==> src/rtl/clkgen_seq.sv <==
// rtl/clkgen_seq.sv - PLL-lock filtered, staggered channel reset release with per-channel clock-enable dividers.
// Optional lock-loss event counter enabled by CLKGEN_SEQ_LOSS_CNT_EN.
module clkgen_seq #(
  parameter int NumChannels      = 4,
  parameter int DivWidth         = 8,
  parameter int LockFilterCycles = 16,
  parameter int ResetStagger     = 4
) (
  input  logic                            clk_i,
  input  logic                            rst_ni,
  input  logic                            pll_locked_i,
  input  logic [NumChannels*DivWidth-1:0] div_i,
  output logic [NumChannels-1:0]          chan_rst_no,
  output logic [NumChannels-1:0]          chan_en_o,
  output logic [1:0]                      state_o,
  output logic [7:0]                      lock_loss_cnt_o
);

  localparam int FiltW = $clog2(LockFilterCycles + 1);
  localparam int StagW = (ResetStagger > 1) ? $clog2(ResetStagger) : 1;

  typedef enum logic [1:0] {
    ST_WAIT_LOCK = 2'b00,
    ST_RELEASE   = 2'b01,
    ST_RUN       = 2'b10
  } state_e;

  state_e                 r_state;
  state_e                 w_state_nxt;
  logic                   r_sync1;
  logic                   r_lock_s;
  logic [FiltW-1:0]       r_filt;
  logic [StagW-1:0]       r_stag;
  logic [NumChannels-1:0] r_rel;
  logic [DivWidth-1:0]    r_cnt [NumChannels];
  logic [DivWidth-1:0]    r_act [NumChannels];
  logic [NumChannels-1:0] w_en;
  logic                   w_lock_loss;
  logic                   w_filt_done;
  logic                   w_stag_done;

  always_ff @(posedge clk_i or negedge rst_ni) begin
    if (!rst_ni) begin
      r_sync1  <= 1'b0;
      r_lock_s <= 1'b0;
    end else begin
      r_sync1  <= pll_locked_i;
      r_lock_s <= r_sync1;
    end
  end

  always_ff @(posedge clk_i or negedge rst_ni) begin
    if (!rst_ni) r_state <= ST_WAIT_LOCK;
    else         r_state <= w_state_nxt;
  end

  always_comb begin
    w_state_nxt = r_state;
    w_lock_loss = 1'b0;
    w_filt_done = r_lock_s && (r_filt == FiltW'(LockFilterCycles - 1));
    w_stag_done = (r_stag == StagW'(ResetStagger - 1));
    case (r_state)
      ST_WAIT_LOCK: begin
        if (w_filt_done) w_state_nxt = ST_RELEASE;
      end
      ST_RELEASE: begin
        if (!r_lock_s) begin
          w_state_nxt = ST_WAIT_LOCK;
          w_lock_loss = 1'b1;
        end else if (r_rel[NumChannels-1]) begin
          w_state_nxt = ST_RUN;
        end
      end
      ST_RUN: begin
        if (!r_lock_s) begin
          w_state_nxt = ST_WAIT_LOCK;
          w_lock_loss = 1'b1;
        end
      end
      default: w_state_nxt = ST_WAIT_LOCK;
    endcase
  end

  always_ff @(posedge clk_i or negedge rst_ni) begin
    if (!rst_ni) begin
      r_filt <= '0;
    end else if (r_state != ST_WAIT_LOCK || !r_lock_s || w_filt_done) begin
      r_filt <= '0;
    end else begin
      r_filt <= r_filt + FiltW'(1);
    end
  end

  // Channels release in index order, so the released set is always a
  // contiguous run from bit 0 and grows by one shift per stagger period.
  always_ff @(posedge clk_i or negedge rst_ni) begin
    if (!rst_ni) begin
      r_rel  <= '0;
      r_stag <= '0;
    end else if (w_lock_loss) begin
      r_rel  <= '0;
      r_stag <= '0;
    end else begin
      case (r_state)
        ST_WAIT_LOCK: begin
          r_stag <= '0;
          r_rel  <= w_filt_done ? NumChannels'(1) : '0;
        end
        ST_RELEASE: begin
          if (!r_rel[NumChannels-1]) begin
            if (w_stag_done) begin
              r_stag <= '0;
              r_rel  <= r_rel | (r_rel << 1);
            end else begin
              r_stag <= r_stag + StagW'(1);
            end
          end
        end
        default: r_stag <= '0;
      endcase
    end
  end

  always_ff @(posedge clk_i or negedge rst_ni) begin
    if (!rst_ni) begin
      for (int k = 0; k < NumChannels; k++) begin
        r_cnt[k] <= '0;
        r_act[k] <= '0;
      end
    end else begin
      for (int k = 0; k < NumChannels; k++) begin
        if (!r_rel[k] || w_en[k]) begin
          r_cnt[k] <= '0;
          r_act[k] <= div_i[k*DivWidth +: DivWidth];
        end else begin
          r_cnt[k] <= r_cnt[k] + DivWidth'(1);
        end
      end
    end
  end

  always_comb begin
    w_en = '0;
    for (int k = 0; k < NumChannels; k++) begin
      w_en[k] = r_rel[k] && (r_cnt[k] == r_act[k]);
    end
  end

`ifdef CLKGEN_SEQ_LOSS_CNT_EN
  logic [7:0] r_loss;

  always_ff @(posedge clk_i or negedge rst_ni) begin
    if (!rst_ni) begin
      r_loss <= '0;
    end else if (w_lock_loss && r_loss != 8'hFF) begin
      r_loss <= r_loss + 8'd1;
    end
  end

  assign lock_loss_cnt_o = r_loss;
`else
  assign lock_loss_cnt_o = '0;
`endif

  assign chan_rst_no = r_rel;
  assign chan_en_o   = w_en;
  assign state_o     = r_state;

endmodule

==> config.mk <==
export PLATFORM = sky130hd
export DESIGN_NAME = clkgen_seq
export DESIGN_NICKNAME = d
export VERILOG_FILES = /design/src/rtl/clkgen_seq.sv
export SDC_FILE = /design/constraint.sdc
export NUM_CORES = 1
export LEC_CHECK = 0
export ABC_AREA = 1
export BUFFER_PORTS_ARGS = -buffer_cell sky130_fd_sc_hd__buf_4
export CAP_MARGIN = 30
export CORE_ASPECT_RATIO = 0.75
export CORE_MARGIN = 2
export CORE_UTILIZATION = 35
export CTS_CLUSTER_DIAMETER = 100
export DETAILED_ROUTE_END_ITERATION = 16
export GPL_ROUTABILITY_DRIVEN = 1
export PLACE_DENSITY = 0.55
export SYNTH_ARGS = -nofsm -noshare
export SYNTH_HDL_FRONTEND = slang
export SYNTH_SLANG_ARGS = --single-unit
==> constraint.sdc <==
create_clock -name clk_i -period 2 [get_ports clk_i]
set_clock_uncertainty 0.05 [all_clocks]
set_input_delay 0.4 -clock clk_i [delete_from_list [all_inputs] [get_ports clk_i]]
set_output_delay 0.4 -clock clk_i [all_outputs]
set_load 0.1 [all_outputs]
## Word level (Yosys, flattened, before mapping)

Index checks and enable logic that the tools add are counted.

| cells by class | value |
|---|---|
| add/subtract/negate cells | 6 |
| reductions and logical operators | 22 |
| muxes and demuxes | 21 |
| equality and inequality tests | 13 |
| bitwise logic cells | 1 |

Operator list:

| kind | count |
|---|---|
| adder 8 x 1 -> 8 bit, second input constant | 4 |
| == test 8 bit | 4 |
| two-way mux 8 bit | 4 |
| two-way mux 2 bit | 8 |
| two-way mux 4 bit | 3 |
| != test 3 bit, second input constant | 3 |
| case mux 4 bit (2 select lines) | 1 |
| logical OR 1 bit | 6 |
| case mux 2 bit (3 select lines) | 1 |
| AND reduction 3 bit | 2 |
| adder 5 x 1 -> 5 bit, second input constant | 1 |
| == test 5 x 4 -> 1 bit, second input constant | 1 |
| logical AND 1 bit | 5 |
| logical NOT 1 bit | 5 |
| two-way mux 5 bit | 1 |
| == test 2 bit, second input constant | 2 |
| != test 2 bit, second input constant | 2 |
| bitwise OR 4 bit | 1 |
| two-way mux 1 bit | 3 |
| nonzero test 3 bit | 1 |
| adder 2 x 1 -> 2 bit, second input constant | 1 |
| == test 2 x 1 -> 1 bit, second input constant | 1 |
| logical NOT 2 bit | 1 |
| nonzero test 2 bit | 1 |
| OR reduction 2 bit | 1 |

| storage, ports and cells | value |
|---|---|
| input port bits | 35 |
| bits in registers | 79 |
| logic and storage cells | 78 |

## Depth between registers and ports, before layout

| depth | value |
|---|---|
| depth after elaboration | 5 |
| mapped depth | 10 |

## Worst setup path after synthesis

OpenSTA, ideal clock, no wires.

| timing path | value |
|---|---|
| path kind | reg2out |
| start | reg r_rel[3], in the netlist chan_rst_no[3] |
| end | out chan_en_o[3] |
| buffers on the path | 1 |
| cell stages (with the launch flop) | 4 |
| arrival time | 2.560 ns |
| slack | -1.010 ns |
| path through | dfrtp_1 > clkbuf_2 > inv_1 > nor2_1 |

| between the ends | value |
|---|---|
| cells in the longest elaborated chain, start to end | 1 |

RTL lines:

| item | RTL line | source |
|---|---|---|
| from (decl) | 34 | `logic [NumChannels-1:0] r_rel;` |
| from (signal assigned) | 107 | `r_rel <= w_filt_done ? NumChannels'(1) : '0;` |
| from (signal assigned) | 113 | `r_rel <= r_rel \| (r_rel << 1);` |
| logical AND 1 bit | 145 | `w_en[k] = r_rel[k] && (r_cnt[k] == r_act[k]);` |
| to (decl) | 14 | `output logic [NumChannels-1:0] chan_en_o,` |

No other way between the ends.

## Worst setup path after layout

| timing path | value |
|---|---|
| start | reg r_cnt[16] in the netlist's numbering |
| end | out chan_en_o[1] |

| between the ends | value |
|---|---|
| cells in the longest elaborated chain, start to end | 2 |

RTL lines:

| item | RTL line | source |
|---|---|---|
| from (decl) | 35 | `logic [DivWidth-1:0] r_cnt [NumChannels];` |
| from (signal, indexed assignment) | 136 | `r_cnt[k] <= r_cnt[k] + DivWidth'(1);` |
| == test 8 bit | 145 |  |
| logical AND 1 bit | 145 |  |

No other way between the ends.

==> results_dict.tcl <==
set metrics [dict create \
    global_route.overflow_total 0 \
    slew_viol_final 0 \
    critical_path.reg2reg.endpoint "chan_rst_no[0]$_DFFE_PN0P_" \
    routedWlPerCell_um 11.7 \
    total_power_uw 4140 \
    antenna_found_initial 0 \
    drcViolationCount 0 \
    first_global_vias 2994 \
    num_vias 3111 \
    post_route_hold_slack_ns 0.122 \
    regToRegStartpoint "state_o[0]$_DFFE_PN0P_" \
    synth_cells 485 \
    yosys_warnings 0 \
    final.setup.tns_ns 0 \
    register_area_um2 1990 \
    fp.dieW_um 128 \
    r2r.worst_path.cells 10 \
    post_synth.cell_area_avg_um2 8.27 \
    diodes 0 \
    cp_data_arrival_time_ns 1.50 \
    grt_util_all_layers 0.141 \
    hpwl_mm 5.59 \
    routabilityCongestion 0.769 \
    ioPinCount 53 \
    first_pass_grt_wire_length_mm 14.1 \
    clk_path_buf_depth 2 \
    drt_iter0_markers 133 \
    drtAntennaViolNets 0 \
    final_common_cell "nand2_1" \
    worstHoldStart "pll_locked_i" \
    tritoncts_clock_tree "yes" \
    min-delay-path-class "input port to flip-flop" \
    timing.final.hold_violations 0 \
    finalWirelength_mm 8.08 \
    slew_headroom 0.665 \
    number_of_distinct_library_cells_after_synthesis 26 \
    synth_area_leader_cell "dfrtp_1" \
    avgViaCountPerCell 4.50 \
    worst_pin_slew_ns 0.503 \
    initial_core_util 0.362 \
    finalNetCount 593 \
    postLayoutCoreUtil 0.450 \
    cp-end-kind "output pin" \
    critical_path_peak_fanout 4 \
    worst_hold_path.endpoint "r_sync1$_DFF_PN0_" \
    setup_violations 0 \
    hold_depth 1 \
    reg2reg_slack_ns 0.34 \
    final.period_utilization 0.975 \
    drv.max_cap_violation_count 0 \
    area_growth_syn_to_layout_pct 24.1 \
    area_share_of_the_leading_cell_type_in_the_synthesized_netlist 0.493 \
    dominant_cells_by_area_after_synthesis "dfrtp_1, nand2_1, nand3_1" \
    worst_skew_pair.late_latency_ns 0.33 \
    syn_area_um2 4010 \
    critical_path.startpoint_type "flip-flop" \
    max_freq_ghz 0.513 \
    layout_min_cycle_time_ns 1.95 \
    ys_seq_elements 79 \
    status "completed" \
    dieArea_um2 12300 \
    numCtsBuffers 9 \
    clkSlewWorstSetupHoldPaths_ns 0.06 \
    tritoncts_num_sinks 79 \
    unrepaired_setup_endpoints_after_global_routing "true" \
    yosysSeqAreaShare 0.493 \
    worst_ep_required_ns 1.55 \
    ir_worst_vdd_mv 0.618 \
    multiInputGateArea_um2 1800 \
    pin_count_of_the_biggest_net_entering_global_routing 39 \
    critical_path_class "flip-flop to output pin" \
    final_layout_size_suffix_gt1_frac 0.219 \
    pre_cts_ws_ns 0.290 \
    cts.htree.levels 3 \
    fp.dieH_um 96.7 \
    count_of_fill_cells_added_during_filler_insertion 1117 \
    post-route-worst-setup-slack_ns 0.0492 \
    power.static_leakage_uw 0.00237 \
    std_cell_rows 33 \
    final_cell_mix "nand2_1, dfrtp_1, buf_4" \
    numPortBuffers 44 \
    pwr_density_cell_nw_per_um2 832 \
    core_region_area_um2 11100 \
    clock_tree.root_cell "clkbuf_16" \
    drt_pre_antenna_iters 4 \
]
-- timing repair --
item | 4_1_cts | 5_1_grt
buffers inserted | 0 | 10
endpoints found under the hold margin | 3 | 0
gates resized for setup | 15 | 12
pin swaps | 0 | 4
endpoints found under the setup margin | 4 | 4
gates cloned | 0 | 0
hold buffers | 1 | 0
-- report_power, final --
part	internal, uW	leakage (uW)	switching [uW]	total, uW
Sequential	1680	0.00100	61.3	1740
Combinational	227	0.00121	537	765
Clock	996	0.000152	638	1630
-- worst max path at each step --
| stage | start | to | slack, ns | cells past startpoint |
|---|---|---|---|---|
| 2_1_floorplan | chan_rst_no[2]$_DFFE_PN0P_ | chan_en_o[2] | -0.15 | 2 |
| 5_1_grt | r_cnt[29]$_DFF_PN0_ | chan_en_o[0] | -0.06 | 8 |
| 4_1_cts | r_cnt[2]$_DFF_PN0_ | chan_en_o[3] | 0.003 | 6 |
| 3_3_place_gp | r_cnt[0]$_DFF_PN0_ | chan_en_o[3] | 0.29 | 6 |
| 3_5_place_dp | r_cnt[16]$_DFF_PN0_ | chan_en_o[1] | 0.29 | 6 |
| 6_report | r_cnt[16]$_DFF_PN0_ | chan_en_o[1] | 0.05 | 6 |
-- sequential cells by signal, summed over array words and instances (netlist names) --
signal       count
chan_rst_no      4
r_act           32
r_cnt           32
r_filt           5
r_lock_s         1
r_stag           2
r_sync1          1
state_o          2
-- final cells by class --
class | instances | share of cell area
inverters | 43 | 0.0324
flip-flops and latches | 79 | 0.400
multi-input cells | 349 | 0.362
clock buffers | 10 | 0.0480
repair buffers | 65 | 0.111
well taps | 140 | 0.0352
clock inverters | 6 | 0.0118
-- critical path: stages (launching register included) --
cell	delay, ns
dfrtp_1	0.42
xnor2_1	0.16
nand2_1	0.08
nor2_2	0.14
nand2_2	0.08
nor2_4	0.10
buf_12	0.18
-- per-stage QoR --
step / area, um^2 / cells
after floorplan: 4070 / 492
after global placement: 4510 / 665
after detailed placement: 4510 / 665
after CTS: 4870 / 682
after global routing: 4980 / 692
final: 4980 / 692
-- cell usage after synthesis --
master and number:
a21oi_1 7, nand2_1 141, nor3b_1 1, xnor2_1 29
nor2_2 7, o21ai_0 12, inv_2 1, clkbuf_2 1
nor2_1 54, nand3_1 54, nand2_4 1, dfrtp_1 79
buf_6 4, nand3_2 1, nand2_2 7, nand4_1 1
clkbuf_1 1, nor3_1 8, buf_4 12, buf_1 2
xor2_1 6, ha_1 11, inv_1 42, conb_1 1
buf_2 1, a211oi_1 1
-- metal layers --
metal / wire length (um) / track usage
met1: 4170 / 0.198
met2: 3460 / 0.209
met3: 359 / 0.0409
met4: 91 / 0.0431
met5: 0 / 0
-- kinds of logic after synthesis --
kind of cell / share of synthesized area
and+or+nand+nor: 0.290
DFF: 0.493
buffers and inverters: 0.0792
xor gates and xnor gates: 0.0764
AOI/OAI and AO/OA: 0.0256
adders and majority gates: 0.0343
other: 0.000935
Note: power is estimated with default switching activity, not from simulation.
